**src/rtl/fwd_scoreboard_if.sv**
```systemverilog
`default_nettype none
// ============================================================================
// Module      : fwd_scoreboard_if
// Description : Decode/execute/memory/writeback bundle for fwd_scoreboard.
//               master = pipeline side that drives issue and result data,
//               slave  = forwarding unit.
//   issue      : iss_valid, iss_dstE/M, iss_srcA/B, rf_valA/B, flush
//   results    : exe_valE(_vld), mem_valM(_vld)
//   outputs    : fwd_valA/B, iss_stall, wb_en/dst/val E/M, stall_cnt
// Revision    : 1.0 - initial release
// ============================================================================
interface fwd_scoreboard_if #(
  parameter int DATA_W = 32,
  parameter int IDX_W  = 4,
  parameter int CNT_W  = 16
);
  logic              iss_valid;
  logic [IDX_W-1:0]  iss_dstE;
  logic [IDX_W-1:0]  iss_dstM;
  logic [IDX_W-1:0]  iss_srcA;
  logic [IDX_W-1:0]  iss_srcB;
  logic [DATA_W-1:0] rf_valA;
  logic [DATA_W-1:0] rf_valB;
  logic              flush;
  logic [DATA_W-1:0] exe_valE;
  logic              exe_valE_vld;
  logic [DATA_W-1:0] mem_valM;
  logic              mem_valM_vld;
  logic [DATA_W-1:0] fwd_valA;
  logic [DATA_W-1:0] fwd_valB;
  logic              iss_stall;
  logic              wb_enE;
  logic              wb_enM;
  logic [IDX_W-1:0]  wb_dstE;
  logic [IDX_W-1:0]  wb_dstM;
  logic [DATA_W-1:0] wb_valE;
  logic [DATA_W-1:0] wb_valM;
  logic [CNT_W-1:0]  stall_cnt;

  modport master (
    output iss_valid, iss_dstE, iss_dstM, iss_srcA, iss_srcB,
           rf_valA, rf_valB, flush, exe_valE, exe_valE_vld,
           mem_valM, mem_valM_vld,
    input  fwd_valA, fwd_valB, iss_stall, wb_enE, wb_enM,
           wb_dstE, wb_dstM, wb_valE, wb_valM, stall_cnt
  );

  modport slave (
    input  iss_valid, iss_dstE, iss_dstM, iss_srcA, iss_srcB,
           rf_valA, rf_valB, flush, exe_valE, exe_valE_vld,
           mem_valM, mem_valM_vld,
    output fwd_valA, fwd_valB, iss_stall, wb_enE, wb_enM,
           wb_dstE, wb_dstM, wb_valE, wb_valM, stall_cnt
  );
endinterface
`default_nettype wire

```
**src/rtl/fwd_scoreboard.sv**
```systemverilog
`default_nettype none
// ============================================================================
// Module      : fwd_scoreboard
// Description : Register forwarding / hazard unit between decode and execute.
//               A DEPTH-slot shift line tracks in-flight dstE/dstM; the
//               youngest ready match is forwarded to srcA/srcB, unresolved
//               matches stall issue, and the last slot drives writeback.
//   clk, reset : clock, synchronous active-high reset
//   bus        : fwd_scoreboard_if.slave (issue, results, forward, writeback)
// Revision    : 1.0 - initial release
// ============================================================================
module fwd_scoreboard #(
  parameter int               DATA_W   = 32,
  parameter int               IDX_W    = 4,
  parameter logic [IDX_W-1:0] NO_REG   = {IDX_W{1'b1}},
  parameter int               DEPTH    = 3,
  parameter int               MEM_SLOT = 1,
  parameter int               CNT_W    = 16
) (
  input  wire logic          clk,
  input  wire logic          reset,
  fwd_scoreboard_if.slave    bus
);

  // Slot state: slot 0 = execute ... slot DEPTH-1 = writeback
  logic              vld_q  [DEPTH];
  logic              vld_d  [DEPTH];
  logic [IDX_W-1:0]  dste_q [DEPTH];
  logic [IDX_W-1:0]  dste_d [DEPTH];
  logic [IDX_W-1:0]  dstm_q [DEPTH];
  logic [IDX_W-1:0]  dstm_d [DEPTH];
  logic [DATA_W-1:0] vale_q [DEPTH];
  logic [DATA_W-1:0] vale_d [DEPTH];
  logic              oke_q  [DEPTH];
  logic              oke_d  [DEPTH];
  logic [DATA_W-1:0] valm_q [DEPTH];
  logic [DATA_W-1:0] valm_d [DEPTH];
  logic              okm_q  [DEPTH];
  logic              okm_d  [DEPTH];

  logic              wb_ene_q, wb_ene_d, wb_enm_q, wb_enm_d;
  logic [IDX_W-1:0]  wb_dste_q, wb_dste_d, wb_dstm_q, wb_dstm_d;
  logic [DATA_W-1:0] wb_vale_q, wb_vale_d, wb_valm_q, wb_valm_d;
  logic [CNT_W-1:0]  cnt_q, cnt_d;

  // Effective per-slot values: stored value, or the result arriving this cycle
  logic [DATA_W-1:0] val_e [DEPTH];
  logic [DATA_W-1:0] val_m [DEPTH];
  logic              rdy_e [DEPTH];
  logic              rdy_m [DEPTH];

  logic [DATA_W-1:0] fwd_a, fwd_b;
  logic              rdy_a, rdy_b;
  logic              stall, issue;

  always_comb begin
    for (int s = 0; s < DEPTH; s++) begin
      val_e[s] = vale_q[s];
      rdy_e[s] = oke_q[s];
      val_m[s] = valm_q[s];
      rdy_m[s] = okm_q[s];
    end
    if (bus.exe_valE_vld) begin
      val_e[0] = bus.exe_valE;
      rdy_e[0] = 1'b1;
    end
    if (bus.mem_valM_vld) begin
      val_m[MEM_SLOT] = bus.mem_valM;
      rdy_m[MEM_SLOT] = 1'b1;
    end
  end

  // Oldest slot first so younger matches overwrite; within a slot dstM is
  // applied after dstE so it wins (popl %esp writes both to the same reg).
  always_comb begin
    fwd_a = bus.rf_valA;
    rdy_a = 1'b1;
    fwd_b = bus.rf_valB;
    rdy_b = 1'b1;
    for (int s = DEPTH - 1; s >= 0; s--) begin
      if (vld_q[s] && bus.iss_srcA != NO_REG) begin
        if (dste_q[s] == bus.iss_srcA) begin
          fwd_a = val_e[s];
          rdy_a = rdy_e[s];
        end
        if (dstm_q[s] == bus.iss_srcA) begin
          fwd_a = val_m[s];
          rdy_a = rdy_m[s];
        end
      end
      if (vld_q[s] && bus.iss_srcB != NO_REG) begin
        if (dste_q[s] == bus.iss_srcB) begin
          fwd_b = val_e[s];
          rdy_b = rdy_e[s];
        end
        if (dstm_q[s] == bus.iss_srcB) begin
          fwd_b = val_m[s];
          rdy_b = rdy_m[s];
        end
      end
    end
  end

  assign stall = bus.iss_valid & ~bus.flush & ~(rdy_a & rdy_b);
  assign issue = bus.iss_valid & ~bus.flush & ~stall;

  always_comb begin
    // Slot 0 takes the new instruction or a bubble
    vld_d[0]  = issue;
    dste_d[0] = issue ? bus.iss_dstE : NO_REG;
    dstm_d[0] = issue ? bus.iss_dstM : NO_REG;
    vale_d[0] = '0;
    oke_d[0]  = 1'b0;
    valm_d[0] = '0;
    okm_d[0]  = 1'b0;
    // Older slots always advance; results arriving this cycle are captured
    for (int s = 1; s < DEPTH; s++) begin
      vld_d[s]  = vld_q[s-1];
      dste_d[s] = dste_q[s-1];
      dstm_d[s] = dstm_q[s-1];
      vale_d[s] = val_e[s-1];
      oke_d[s]  = rdy_e[s-1];
      valm_d[s] = val_m[s-1];
      okm_d[s]  = rdy_m[s-1];
    end
    wb_ene_d  = vld_q[DEPTH-1] & (dste_q[DEPTH-1] != NO_REG);
    wb_enm_d  = vld_q[DEPTH-1] & (dstm_q[DEPTH-1] != NO_REG);
    wb_dste_d = dste_q[DEPTH-1];
    wb_dstm_d = dstm_q[DEPTH-1];
    wb_vale_d = val_e[DEPTH-1];
    wb_valm_d = val_m[DEPTH-1];
    cnt_d     = cnt_q;
    if (stall && (cnt_q != {CNT_W{1'b1}}))
      cnt_d = cnt_q + CNT_W'(1);
  end

  always_ff @(posedge clk) begin
    if (reset) begin
      for (int s = 0; s < DEPTH; s++) begin
        vld_q[s]  <= 1'b0;
        dste_q[s] <= NO_REG;
        dstm_q[s] <= NO_REG;
        vale_q[s] <= '0;
        oke_q[s]  <= 1'b0;
        valm_q[s] <= '0;
        okm_q[s]  <= 1'b0;
      end
      wb_ene_q  <= 1'b0;
      wb_enm_q  <= 1'b0;
      wb_dste_q <= '0;
      wb_dstm_q <= '0;
      wb_vale_q <= '0;
      wb_valm_q <= '0;
      cnt_q     <= '0;
    end else begin
      for (int s = 0; s < DEPTH; s++) begin
        vld_q[s]  <= vld_d[s];
        dste_q[s] <= dste_d[s];
        dstm_q[s] <= dstm_d[s];
        vale_q[s] <= vale_d[s];
        oke_q[s]  <= oke_d[s];
        valm_q[s] <= valm_d[s];
        okm_q[s]  <= okm_d[s];
      end
      wb_ene_q  <= wb_ene_d;
      wb_enm_q  <= wb_enm_d;
      wb_dste_q <= wb_dste_d;
      wb_dstm_q <= wb_dstm_d;
      wb_vale_q <= wb_vale_d;
      wb_valm_q <= wb_valm_d;
      cnt_q     <= cnt_d;
    end
  end

  assign bus.fwd_valA  = fwd_a;
  assign bus.fwd_valB  = fwd_b;
  assign bus.iss_stall = stall;
  assign bus.wb_enE    = wb_ene_q;
  assign bus.wb_enM    = wb_enm_q;
  assign bus.wb_dstE   = wb_dste_q;
  assign bus.wb_dstM   = wb_dstm_q;
  assign bus.wb_valE   = wb_vale_q;
  assign bus.wb_valM   = wb_valm_q;
  assign bus.stall_cnt = cnt_q;

endmodule
`default_nettype wire

```
**src/flat_wrapper.sv**
```systemverilog
// flat-port wrapper written by rule: the top's interface ports become plain ports
module fwd_scoreboard_flat 
#(
  parameter int               DATA_W   = 32,
  parameter int               IDX_W    = 4,
  parameter logic [IDX_W-1:0] NO_REG   = {IDX_W{1'b1}},
  parameter int               DEPTH    = 3,
  parameter int               MEM_SLOT = 1,
  parameter int               CNT_W    = 16
)
  (clk, reset, bus_iss_valid, bus_iss_dstE, bus_iss_dstM, bus_iss_srcA, bus_iss_srcB, bus_rf_valA, bus_rf_valB, bus_flush, bus_exe_valE, bus_exe_valE_vld, bus_mem_valM, bus_mem_valM_vld, bus_fwd_valA, bus_fwd_valB, bus_iss_stall, bus_wb_enE, bus_wb_enM, bus_wb_dstE, bus_wb_dstM, bus_wb_valE, bus_wb_valM, bus_stall_cnt);
  fwd_scoreboard_if #(.DATA_W(DATA_W), .IDX_W(IDX_W), .CNT_W(CNT_W)) bus_i ();
  input  wire logic clk;
  input  wire logic reset;
  input wire logic [$bits(bus_i.iss_valid)-1:0] bus_iss_valid;
  input wire logic [$bits(bus_i.iss_dstE)-1:0] bus_iss_dstE;
  input wire logic [$bits(bus_i.iss_dstM)-1:0] bus_iss_dstM;
  input wire logic [$bits(bus_i.iss_srcA)-1:0] bus_iss_srcA;
  input wire logic [$bits(bus_i.iss_srcB)-1:0] bus_iss_srcB;
  input wire logic [$bits(bus_i.rf_valA)-1:0] bus_rf_valA;
  input wire logic [$bits(bus_i.rf_valB)-1:0] bus_rf_valB;
  input wire logic [$bits(bus_i.flush)-1:0] bus_flush;
  input wire logic [$bits(bus_i.exe_valE)-1:0] bus_exe_valE;
  input wire logic [$bits(bus_i.exe_valE_vld)-1:0] bus_exe_valE_vld;
  input wire logic [$bits(bus_i.mem_valM)-1:0] bus_mem_valM;
  input wire logic [$bits(bus_i.mem_valM_vld)-1:0] bus_mem_valM_vld;
  output wire logic [$bits(bus_i.fwd_valA)-1:0] bus_fwd_valA;
  output wire logic [$bits(bus_i.fwd_valB)-1:0] bus_fwd_valB;
  output wire logic [$bits(bus_i.iss_stall)-1:0] bus_iss_stall;
  output wire logic [$bits(bus_i.wb_enE)-1:0] bus_wb_enE;
  output wire logic [$bits(bus_i.wb_enM)-1:0] bus_wb_enM;
  output wire logic [$bits(bus_i.wb_dstE)-1:0] bus_wb_dstE;
  output wire logic [$bits(bus_i.wb_dstM)-1:0] bus_wb_dstM;
  output wire logic [$bits(bus_i.wb_valE)-1:0] bus_wb_valE;
  output wire logic [$bits(bus_i.wb_valM)-1:0] bus_wb_valM;
  output wire logic [$bits(bus_i.stall_cnt)-1:0] bus_stall_cnt;
  assign bus_i.iss_valid = bus_iss_valid;
  assign bus_i.iss_dstE = bus_iss_dstE;
  assign bus_i.iss_dstM = bus_iss_dstM;
  assign bus_i.iss_srcA = bus_iss_srcA;
  assign bus_i.iss_srcB = bus_iss_srcB;
  assign bus_i.rf_valA = bus_rf_valA;
  assign bus_i.rf_valB = bus_rf_valB;
  assign bus_i.flush = bus_flush;
  assign bus_i.exe_valE = bus_exe_valE;
  assign bus_i.exe_valE_vld = bus_exe_valE_vld;
  assign bus_i.mem_valM = bus_mem_valM;
  assign bus_i.mem_valM_vld = bus_mem_valM_vld;
  assign bus_fwd_valA = bus_i.fwd_valA;
  assign bus_fwd_valB = bus_i.fwd_valB;
  assign bus_iss_stall = bus_i.iss_stall;
  assign bus_wb_enE = bus_i.wb_enE;
  assign bus_wb_enM = bus_i.wb_enM;
  assign bus_wb_dstE = bus_i.wb_dstE;
  assign bus_wb_dstM = bus_i.wb_dstM;
  assign bus_wb_valE = bus_i.wb_valE;
  assign bus_wb_valM = bus_i.wb_valM;
  assign bus_stall_cnt = bus_i.stall_cnt;
  fwd_scoreboard #(.DATA_W(DATA_W), .IDX_W(IDX_W), .NO_REG(NO_REG), .DEPTH(DEPTH), .MEM_SLOT(MEM_SLOT), .CNT_W(CNT_W)) u_core (.clk(clk), .reset(reset), .bus(bus_i));
endmodule
```
**config.mk**
```make
export PLATFORM = sky130hd
export DESIGN_NAME = fwd_scoreboard_flat
export DESIGN_NICKNAME = d
export VERILOG_FILES = /design/src/rtl/fwd_scoreboard_if.sv /design/src/rtl/fwd_scoreboard.sv /design/src/flat_wrapper.sv
export SDC_FILE = /design/constraint.sdc
export NUM_CORES = 1
export LEC_CHECK = 0
export BUFFER_PORTS_ARGS = -buffer_cell sky130_fd_sc_hd__buf_2
export CORE_MARGIN = 2
export CORE_UTILIZATION = 45
export DETAILED_ROUTE_END_ITERATION = 10
export PLACE_DENSITY = 0.71
export SLEW_MARGIN = 20
export SYNTH_ARGS = -nofsm -noshare
export SYNTH_HDL_FRONTEND = slang
export SYNTH_SLANG_ARGS = --single-unit
```
**constraint.sdc**
```tcl
create_clock -name clk -period 14.5 [get_ports clk]
set_input_delay 4.35 -clock clk [delete_from_list [all_inputs] [get_ports clk]]
set_output_delay 4.35 -clock clk [all_outputs]
set_load 0.02 [all_outputs]
```
==> key figures, run 1 <==
Yosys
  • Area leader, netlist: dfxtp_1
  • Yosys cell types: 52
  • Post-synthesis instance total: 1240
  • Register area share after synthesis: 42.6%
  • Share of the synthesized area in the top cell type: 42.6%
  • Synthesized area per cell: 8.18 µm²
  • Netlist Area Pre-Place: 0.0101 mm²
  • Syn. warnings: 0
  • FF+latch count, synth: 216
  • Ranking of synthesized cells by area: dfxtp_1 43%, nor2b_1 6.7%, a21oi_1 6.6%, o21ai_0 6.2%, and2_1 4.5%
  • Synth Net Count: 1391

Timing
  • Max-slew headroom: 31.1%
  • Clock Skew: 0.00935 ns
  • Slew Limit Fails: 0
  • Fin crit period: 12.00 ns
  • Final hold vios: 0
  • Min Hold Slack: 0.454 ns
  • Fin crit share: 82.7%
  • Worst slew pin tran: 1.03 ns
  • RSZ-0062 raised after global routing: false
  • Setup violations, final: 0
  • Setup TNS: 0 ns
  • Fmax: 83.4 MHz

Route
  • Starting DRT DRC Count: 945
  • First drt pass iteration count: 5
  • Detailed-route via count: 10546
  • ANT nets after route: 0
  • Remaining DRCs: 0
  • WL final: 36.8 mm
  • Wire per inst: 20.8 µm
  • DR vias/cell: 5.96

Placed design
  • Routability cong.: 0.864
  • Area after DPL: 0.0117 mm²
  • Hpwl dp: 22.7 mm
  • Placed cell count: 1718
  • Number of port buffers: 304

Critical path
  • Setup crit start kind: input port
  • Critical path class: input port to output port
  • Critical Path RT: 10.15 ns
  • Crit path max fanout: 33
  • Arrival @ worst endpoint: 7.65 ns
  • CP Capture Type: output port

Power
  • Pwr Density: 120 mW/mm²
  • Peak VDD IR: 0.0690 mV
  • Leakage: 5.28 nW
  • Total Power: 1.52 mW

Clock tree
  • CTS tree: yes
  • Clock transition at path regs: 0.06 ns
  • Clk root buf: clkbuf_16
  • Worst-Skew Late Latency: 0.52 ns
  • CTS resizes: 0
  • Total CTS buffers: 24
  • Maximum root-to-sink buffer count: 3
  • Htree depth: 1
  • Clock sinks: 216
  • Post-CTS Setup Bufs: 0
  • CTS hold repair buffers: 0

Floorplan
  • Die area: 0.0238 mm²
  • Core Box Area: 0.0220 mm²
  • Chip width: 154 µm
  • Die height: 154 µm
  • Top Ports: 305
  • Initial Util: 46.2%
  • # rows: 54

Layout
  • Final #Nets: 1615
  • Area grow syn2layout: 25.2%
  • Design Area, Final: 0.0127 mm²
  • Most frequent cells in the layout: 303 x buf_2, 216 x dfxtp_1, 134 x a21oi_1, 126 x o21ai_0, 104 x nor2b_1
  • Share of cells above drive strength 1: 27.3%
  • Leading cell type in the layout, fill and taps excluded: buf_2
  • Final Non-Filler Cells: 1768

Run
  • Max cap viols: 0

Global route
  • GRT Total Usage: 29.6%
  • First-pass GRT wire length: 55.7 mm
  • Vias in the first global route: 10133
  • Initial antenna violation count: 6
  • Grt total ovfl: 0
  • Largest net degree at the start of global routing: 91

Status
  • Status: complete, no violations

Worst hold path
  • HP Class: flop to flop
[Yosys cell counts (all sizes together)]
cell type / n
a2bb2oi: 1
a21o: 1
ha: 1
clkbuf: 99
and4: 1
nor4: 11
a21oi: 134
inv: 15
and3: 3
nor2: 77
nand2b: 6
o22ai: 64
a221o: 4
nand3: 18
o21ai: 126
xor2: 32
nor2b: 108
a21boi: 4
and2: 74
o221ai: 2
a221oi: 2
or3: 1
mux2: 3
or2: 24
a31oi: 4
o221a: 1
o32ai: 1
or4: 11
o21a: 1
o21bai: 2
nand4: 7
buf: 16
a22oi: 60
nand2: 19
a311o: 1
o31ai: 10
nor3: 59
dfxtp: 216
a41oi: 2
xnor2: 16
mux2i: 2
or3b: 1
[metal layers]
metal  vias to the layer above  part of all wire [%]  track usage (%)
li1                       4832                     -                -
met1                      4890                    40             38.1
met2                       710                    45             47.9
met3                       112                    11             6.12
met4                         2                   4.1             13.5
met5                         -                 0.027                0
[layout make-up]
| class | instances | area (µm²) |
|---|---|---|
| multi-input combinational | 894 | 5390 |
| antenna | 6 | 15.0 |
| tap | 280 | 350 |
| fill | 2013 | 9260 |
| sequential | 216 | 4320 |
| clock buffer | 32 | 712 |
| clock inverter | 12 | 260 |
| inverter | 15 | 56.3 |
| timing repair buffer | 313 | 1590 |
[cell families (layout without fill, tap and decap cells)]
family,count (synthesis),in the layout,synth area share (%)
muxes,5,5,0.530
other,0,6,0
DFF,216,216,42.6
adders and majority gates,1,1,0.123
and+or+nand+nor,420,420,23.3
AOI/OAI and AO/OA,420,420,24.2
xor gates and xnor gates,48,48,4.14
buffers and inverters,130,372,5.02
[critical path: stages]
cell and delay [ns]:
buf_2 0.18, nand4_2 0.17, and2_2 0.71, a21boi_4 0.91, a21boi_0 0.22, o221a_1 0.60, nor2_1 0.28, buf_2 0.20
[final timing paths]
kind / cells after the start / slack (ns) / from / to
max: 8 / 2.50 / bus_iss_srcA[3] / bus_iss_stall
min: 2 / 0.45 / u_core.valm_q[0][78] / u_core.bus.wb_valM[14]
max reg2reg: 6 / 10.68 / u_core.vld_q[0][2] / u_core.bus.stall_cnt[12]
min reg2reg: 2 / 0.45 / u_core.valm_q[0][78] / u_core.bus.wb_valM[14]
[metrics by stage]
stage | setup WS (ns) | util (%)
5_1_grt | 2.34 | 57.8
3_5_place_dp | 2.58 | 53.3
2_1_floorplan | 3.57 | -
6_report | 2.50 | 57.8
3_3_place_gp | 2.61 | 53.3
4_1_cts | 2.58 | 57.8
[flip-flops by register name, summed over array words and instances (netlist names)]
register	count
u_core.vale_q	64
u_core.bus.wb_valE	32
u_core.bus.wb_valM	32
u_core.valm_q	32
u_core.bus.stall_cnt	16
u_core.dste_q	12
u_core.dstm_q	12
u_core.bus.wb_dstE	4
u_core.bus.wb_dstM	4
u_core.vld_q	3
u_core.oke_q	2
u_core.bus.wb_enE	1
u_core.bus.wb_enM	1
u_core.okm_q	1
[power by group]
group | internal (mW) | total (mW) | switching [mW]
clock network | 0.485 | 0.737 | 0.252
logic | 0.0603 | 0.164 | 0.104
registers | 0.610 | 0.620 | 0.0101
(Power assumes the default switching activity.)
==> inputs of run 2 (changes only) <==
--- a/config.mk
+++ b/config.mk
@@ -5,11 +5,12 @@
 export SDC_FILE = /design/constraint.sdc
 export NUM_CORES = 1
 export LEC_CHECK = 0
+export ABC_AREA = 1
 export BUFFER_PORTS_ARGS = -buffer_cell sky130_fd_sc_hd__buf_2
 export CORE_MARGIN = 2
 export CORE_UTILIZATION = 45
 export DETAILED_ROUTE_END_ITERATION = 10
-export PLACE_DENSITY = 0.71
+export PLACE_DENSITY = 0.73
 export SLEW_MARGIN = 20
 export SYNTH_ARGS = -nofsm -noshare
 export SYNTH_HDL_FRONTEND = slang
==> constraint.sdc (replaced) <==
create_clock -name clk -period 10.9 [get_ports clk]
set_input_delay 3.27 -clock clk [delete_from_list [all_inputs] [get_ports clk]]
set_output_delay 3.27 -clock clk [all_outputs]
set_load 0.02 [all_outputs]
==> run 2 against run 1 <==
Register-to-register slack worse by 3.2 ns; cell count up 26%; first-iteration DRC count up 54%; sequential share of layout area fell by 2.6 points.
==> key figures, run 2 <==
Yosys
  • Synth Net Count: 1808
  • Share of the synthesized area in the top cell type: 38.4%
  • Most instantiated cells after synthesis: 285 x inv_1, 247 x nand2_1, 221 x nor2_1
  • Yosys cell types: 42
  • Netlist Area Pre-Place: 0.0113 mm²
  • Most common flop cell mapped by yosys: dfxtp_1
  • Post-synth EDFFs: 0
  • FF+latch count, synth: 216
  • Ranking of synthesized cells by area: dfxtp_1 38%, inv_1 9.5%, nand2_1 8.2%, o21ai_0 7.9%, nor2_1 7.4%
  • Area leader, netlist: dfxtp_1
  • Top-count cell post-synth: inv_1
  • Synthesized area per cell: 6.80 µm²
  • Ys async rst share: 0%
  • Syn. warnings: 0
  • Register area share after synthesis: 38.4%
  • Post-synthesis instance total: 1657

Timing
  • Max-slew headroom: 29.4%
  • Clock Skew: 0.0353 ns
  • Fin crit share: 87.4%
  • Setup TNS: 0 ns
  • Final hold vios: 0
  • RSZ-0062 raised after global routing: false
  • Worst slew pin tran: 1.06 ns
  • Fmax: 105 MHz
  • Slew Limit Fails: 0
  • Fin crit period: 9.53 ns
  • Setup violations, final: 0

Placed design
  • Placed cell count: 2184
  • Number of port buffers: 304
  • Routability cong.: 0.900
  • Hpwl dp: 27.8 mm

Clock tree
  • Total CTS buffers: 24
  • Post-CTS Setup Bufs: 0
  • Clock transition at path regs: 0.06 ns
  • CTS tree: yes
  • Clock sinks: 216
  • Htree depth: 1
  • Maximum root-to-sink buffer count: 3
  • CTS hold repair buffers: 0
  • CTS resizes: 0
  • Worst-Skew Late Latency: 0.54 ns
  • Clk root buf: clkbuf_16

Route
  • Remaining DRCs: 0
  • DR vias/cell: 5.57
  • Starting DRT DRC Count: 1460
  • ANT nets after route: 0
  • Wire per inst: 19.2 µm
  • WL final: 42.8 mm
  • Detailed-route via count: 12428
  • First drt pass iteration count: 8

Status
  • Status: complete, no violations

Layout
  • Max reg flops: 64
  • Final #Nets: 2038
  • Leading cell type in the layout, fill and taps excluded: buf_2
  • Final Non-Filler Cells: 2231
  • Area grow syn2layout: 21.9%
  • Largest reg by FF count: u_core.vale_q
  • Most frequent cells in the layout: 303 x buf_2, 281 x inv_1, 245 x nand2_1, 219 x nor2_1, 216 x dfxtp_1
  • FILL cells: 2375
  • Share of cells above drive strength 1: 22.1%

Worst hold path
  • HP Class: flop to flop

Floorplan
  • Chip width: 162 µm
  • # rows: 57
  • Die height: 162 µm
  • Top Ports: 305
  • Core Box Area: 0.0245 mm²
  • Initial Util: 46.0%
  • Die area: 0.0263 mm²

Power
  • Leakage: 6.76 nW
  • Sequential share of power: 42.8%
  • P_sw: 509 µW
  • Clk pwr share: 44.5%
  • Peak VDD IR: 0.0976 mV
  • Sw Ratio: 26.5%
  • Int Pwr: 1.41 mW
  • Gate power share: 12.7%
  • Pwr Density: 140 mW/mm²

Global route
  • First-pass GRT wire length: 64.1 mm
  • Largest net degree at the start of global routing: 116
  • Grt total ovfl: 0
  • Vias in the first global route: 11791
  • GRT Total Usage: 31.1%
  • Initial antenna violation count: 5

Run
  • Max cap viols: 0

Critical path
  • Arrival @ worst endpoint: 6.26 ns
  • Critical Path RT: 7.63 ns
  • Crit path max fanout: 29
  • CP Capture Type: output port
  • Setup crit start kind: input port
  • Critical path class: input port to output port
run 2: changes by cell type after synthesis, moves of 16 or more:
cell	previous run	this run
nor2_1	77	221
o32ai_1	1	51
nor2b_1	108	0
o21ai_0	126	177
a22oi_1	60	9
nand2_1	19	247
o22ai_1	64	34
nand4_1	5	21
inv_1	15	285
a32o_1	0	28
and2_1	73	0
nor3_1	59	6
or2_2	24	6
run 2: logic make-up (layout without fill, tap and decap cells):
group,Yosys count,after routing,synth area share (%)
flops,216,216,38.4
compound gates,442,442,23.7
xor+xnor,35,35,2.72
buf+inv,414,659,14.5
other cells,0,5,0
simple gates,549,549,20.6
fa+ha+maj,1,1,0.111
run 2: worst paths after layout:
kind | to | from | cells after the start | slack, ns
worst min-delay path | u_core.vale_q[0][70] | u_core.vale_q[0][38] | 2 | 0.43
worst max register to register | u_core.dstm_q[0][0] | u_core.dstm_q[0][4] | 12 | 7.52
worst max-delay path | bus_fwd_valB[5] | bus_iss_srcB[0] | 12 | 1.37
worst min register to register | u_core.vale_q[0][70] | u_core.vale_q[0][38] | 2 | 0.43
run 2: critical path, stage by stage:
cell	delay, ns
buf_2	0.16
inv_2	0.10
nand2_1	0.05
nand2_1	0.13
nor2_4	0.05
nand2_4	0.15
clkinv_2	0.51
o21ai_4	0.87
buf_4	0.35
nand2_1	0.08
a21oi_1	0.27
buf_2	0.23
run 2: layout make-up:
type,count,area (µm²),share of cell area (%)
Clock inverter,10,165,1.20
Sequential cell,216,4320,31.5
Tap cell,324,405,2.95
Clock buffer,31,657,4.78
Timing Repair Buffer,321,1680,12.2
Inverter,297,1120,8.17
Multi-Input combinational cell,1027,5370,39.1
Antenna cell,5,12.5,0.0911
run 2: power groups by stage:
stage | Sequential, mW | Clock (mW) | Combinational (mW)
after floorplan | 0.845 | 0 | 0.138
after global placement | 0.837 | 0 | 0.236
after detailed placement | 0.838 | 0 | 0.238
after CTS | 0.820 | 0.863 | 0.239
after global routing | 0.822 | 0.892 | 0.263
final | 0.821 | 0.854 | 0.244
run 2: metal layers:
layer / vias to the layer above / global-route usage, % / share of wire (%)
li1: 5805 / - / -
met1: 5654 / 39.7 / 40
met2: 824 / 50.4 / 45
met3: 143 / 5.36 / 11
met4: 2 / 16.5 / 4.5
met5: - / 0 / 0.026
run 2: metrics by stage:
| stage | util [%] | hold slack, ns | setup WS (ns) | area [µm²] | power, mW |
|---|---|---|---|---|---|
| after global routing | 56.1 | 0.447 | 1.27 | 13700 | 1.98 |
| after detailed placement | 52.6 | 0.432 | 1.48 | 12900 | 1.08 |
| after global placement | 52.6 | 0.425 | 1.51 | 12900 | 1.07 |
| final | 56.1 | 0.428 | 1.37 | 13700 | 1.92 |
| after floorplan | - | 0.410 | 2.70 | 11300 | 0.983 |
| after CTS | 56.0 | 0.435 | 1.47 | 13700 | 1.92 |
==> inputs of run 3 (changes only) <==
==> constraint.sdc (replaced) <==
create_clock -name clk -period 10.9 [get_ports clk]
set_input_delay 1.09 -clock clk [delete_from_list [all_inputs] [get_ports clk]]
set_output_delay 1.09 -clock clk [all_outputs]
set_load 0.02 [all_outputs]
==> run 3 against run 2 <==
Sequential share of layout area barely moved; critical endpoint is now bus_iss_stall; utilization is essentially flat; clock-buffer cell count is 6 higher; hold slack improved by 0.0024 ns.
==> key figures, run 3 (same netlist as run 2, synthesis figures left out) <==
Clock tree
  • Clk root buf: clkbuf_16
  • CTS resizes: 0
  • Clock sinks: 216
  • Maximum root-to-sink buffer count: 3
  • Worst-Skew Late Latency: 0.54 ns
  • Total CTS buffers: 25
  • Post-CTS Setup Bufs: 0
  • CTS hold repair buffers: 0
  • Clock transition at path regs: 0.06 ns
  • CTS tree: yes
  • Htree depth: 1

Timing
  • Fmax: 188 MHz
  • Slew Limit Fails: 0
  • Setup TNS: 0 ns
  • Final setup margin: 5.58 ns
  • Setup violations, final: 0
  • Max-slew headroom: 18.5%
  • Worst slew pin tran: 1.22 ns
  • Fin crit share: 48.8%
  • Clock Skew: 0.0307 ns
  • Final hold vios: 0
  • RSZ-0062 raised after global routing: false
  • Fin crit period: 5.32 ns

Layout
  • FILL cells: 2395
  • Max reg flops: 64
  • Most frequent cells in the layout: 303 x buf_2, 282 x inv_1, 245 x nand2_1, 219 x nor2_1, 216 x dfxtp_1
  • Final #Nets: 2038
  • Largest reg by FF count: u_core.vale_q
  • Area grow syn2layout: 21.9%
  • Multi-input logic area: 0.00537 mm²
  • Design Area, Final: 0.0137 mm²
  • FF/Latch Area: 0.00432 mm²
  • Share of cells above drive strength 1: 21.9%
  • Leading cell type in the layout, fill and taps excluded: buf_2

Worst hold path
  • Hold wc startpoint: u_core.vale_q[0][63]
  • Cells on Worst Hold Path: 2
  • Worst Hold Endpoint: u_core.vale_q[0][95]
  • HP Class: flop to flop

Placed design
  • Number of port buffers: 304
  • Hpwl dp: 27.2 mm
  • Area after DPL: 0.0129 mm²
  • Routability cong.: 0.911
  • Worst slack at placement: 5.55 ns

Route
  • Met3 wire len: 5.06 mm
  • Wl on met1: 16.7 mm
  • ANT nets after route: 0
  • Starting DRT DRC Count: 1448
  • Wire per inst: 19.2 µm
  • DR vias/cell: 5.61
  • Remaining DRCs: 0
  • First drt pass iteration count: 8
  • Max Used Layer: met4
  • Detailed-route via count: 12540
  • Met2 WL: 19.2 mm
  • WL final: 43.0 mm

Critical path
  • Bufs and invs on worst path: 5
  • Critical Path RT: 9.81 ns
  • Start point of the critical path: bus_iss_srcB[0]
  • Crit path max fanout: 33
  • R2R Setup Slk: 7.26 ns
  • Setup crit start kind: input port
  • Critical path class: input port to output port
  • Cells on worst reg2reg path: 12
  • CP dominant cell by count: nand2_1
  • CP top delay family: compound AO/OA/AOI/OAI gates
  • Worst reg2reg startpoint: u_core.dstm_q[0][7]
  • Critical-path cell list: buf_2, inv_2, nand2_1, nand2_1, nor2_4, nand2_4, clkinv_2, o21ai_4, nand2_1, nand3_2, nand3_4, nand2_1, inv_1, buf_2
  • Arrival @ worst endpoint: 4.23 ns
  • Critical path's slowest cell: o21ai_4
  • Critical Path Max Stage Delay: 1.15 ns
  • Worst flop-to-flop path endpoint: u_core.dste_q[0][2]
  • CP Capture Type: output port

Floorplan
  • Top Ports: 305
  • Core Box Area: 0.0245 mm²
  • Die height: 162 µm
  • # rows: 57
  • Die area: 0.0263 mm²
  • Chip width: 162 µm
  • Initial Util: 46.0%

Global route
  • Grt total ovfl: 0
  • Largest net degree at the start of global routing: 99
  • GRT Total Usage: 31.4%
  • First-pass GRT wire length: 65.1 mm
  • Vias in the first global route: 12040
  • Initial antenna violation count: 7

Power
  • Pwr Density: 140 mW/mm²
  • P_sw: 514 µW
  • Leakage: 6.76 nW
  • Sw Ratio: 26.8%
  • Clk pwr share: 44.6%
  • Int Pwr: 1.40 mW
  • Gate power share: 12.6%
  • Peak VDD IR: 0.0877 mV
  • Sequential share of power: 42.8%

Status
  • Status: complete, no violations

Run
  • Max cap viols: 0
==> run 3: cell count changes in the layout (fill, tap and decap cells not counted), sizes merged <==
cell | previous run | this run
buf | 321 | 320
bufinv | 4 | 3
clkbuf | 31 | 37
clkinv | 7 | 5
diode | 5 | 7
==> run 3: worst min-delay path, delay by kind of cell, from the launching register on <==
kind          cells  cell delay, ns
buf+inv           1            0.05
flops             1            0.32
simple gates      1            0.03
==> run 3: per-stage QoR <==
| stage | instances | hold WS (ns) | power, mW | utilization (%) |
|---|---|---|---|---|
| 2_1_floorplan | 1657 | 0.410 | 0.983 | - |
| 3_3_place_gp | 2183 | 0.423 | 1.07 | 52.6 |
| 3_5_place_dp | 2183 | 0.432 | 1.07 | 52.6 |
| 4_1_cts | 2227 | 0.433 | 1.92 | 55.9 |
| 5_1_grt | 2234 | 0.459 | 1.97 | 56.1 |
| 6_report | 2235 | 0.430 | 1.92 | 56.1 |
==> run 3: routing by layer <==
layer | GRT usage (%) | vias up
met3 | 7.18 | 188
li1 | - | 5819
met1 | 39.5 | 5670
met5 | 0 | -
met4 | 15.9 | 0
met2 | 50.4 | 863
==> run 3: worst max-delay path by stage <==
stage / slack (ns) / cells past startpoint / end
floorplan: 7.06 / 14 / bus_fwd_valB[30]
global placement: 5.57 / 10 / bus_fwd_valA[6]
detailed placement: 5.55 / 10 / bus_fwd_valA[6]
CTS: 5.53 / 10 / bus_fwd_valA[6]
global route: 5.43 / 14 / bus_iss_stall
finish: 5.58 / 14 / bus_iss_stall
==> run 3: power groups by stage <==
| stage | Sequential, mW | Clock, mW | Combinational [mW] |
|---|---|---|---|
| global route | 0.822 | 0.890 | 0.263 |
| finish | 0.821 | 0.854 | 0.242 |
| global placement | 0.837 | 0 | 0.235 |
| CTS | 0.820 | 0.858 | 0.238 |
| detailed placement | 0.838 | 0 | 0.237 |
| floorplan | 0.845 | 0 | 0.138 |
==> run 3: cell type report <==
type	count	share of cell area [%]
tap	324	2.95
antenna	7	0.128
inverter	297	8.17
sequential	216	31.5
multi-input combinational	1027	39.2
clock inverter	7	0.830
clock buffer	37	5.11
timing repair buffer	320	12.2
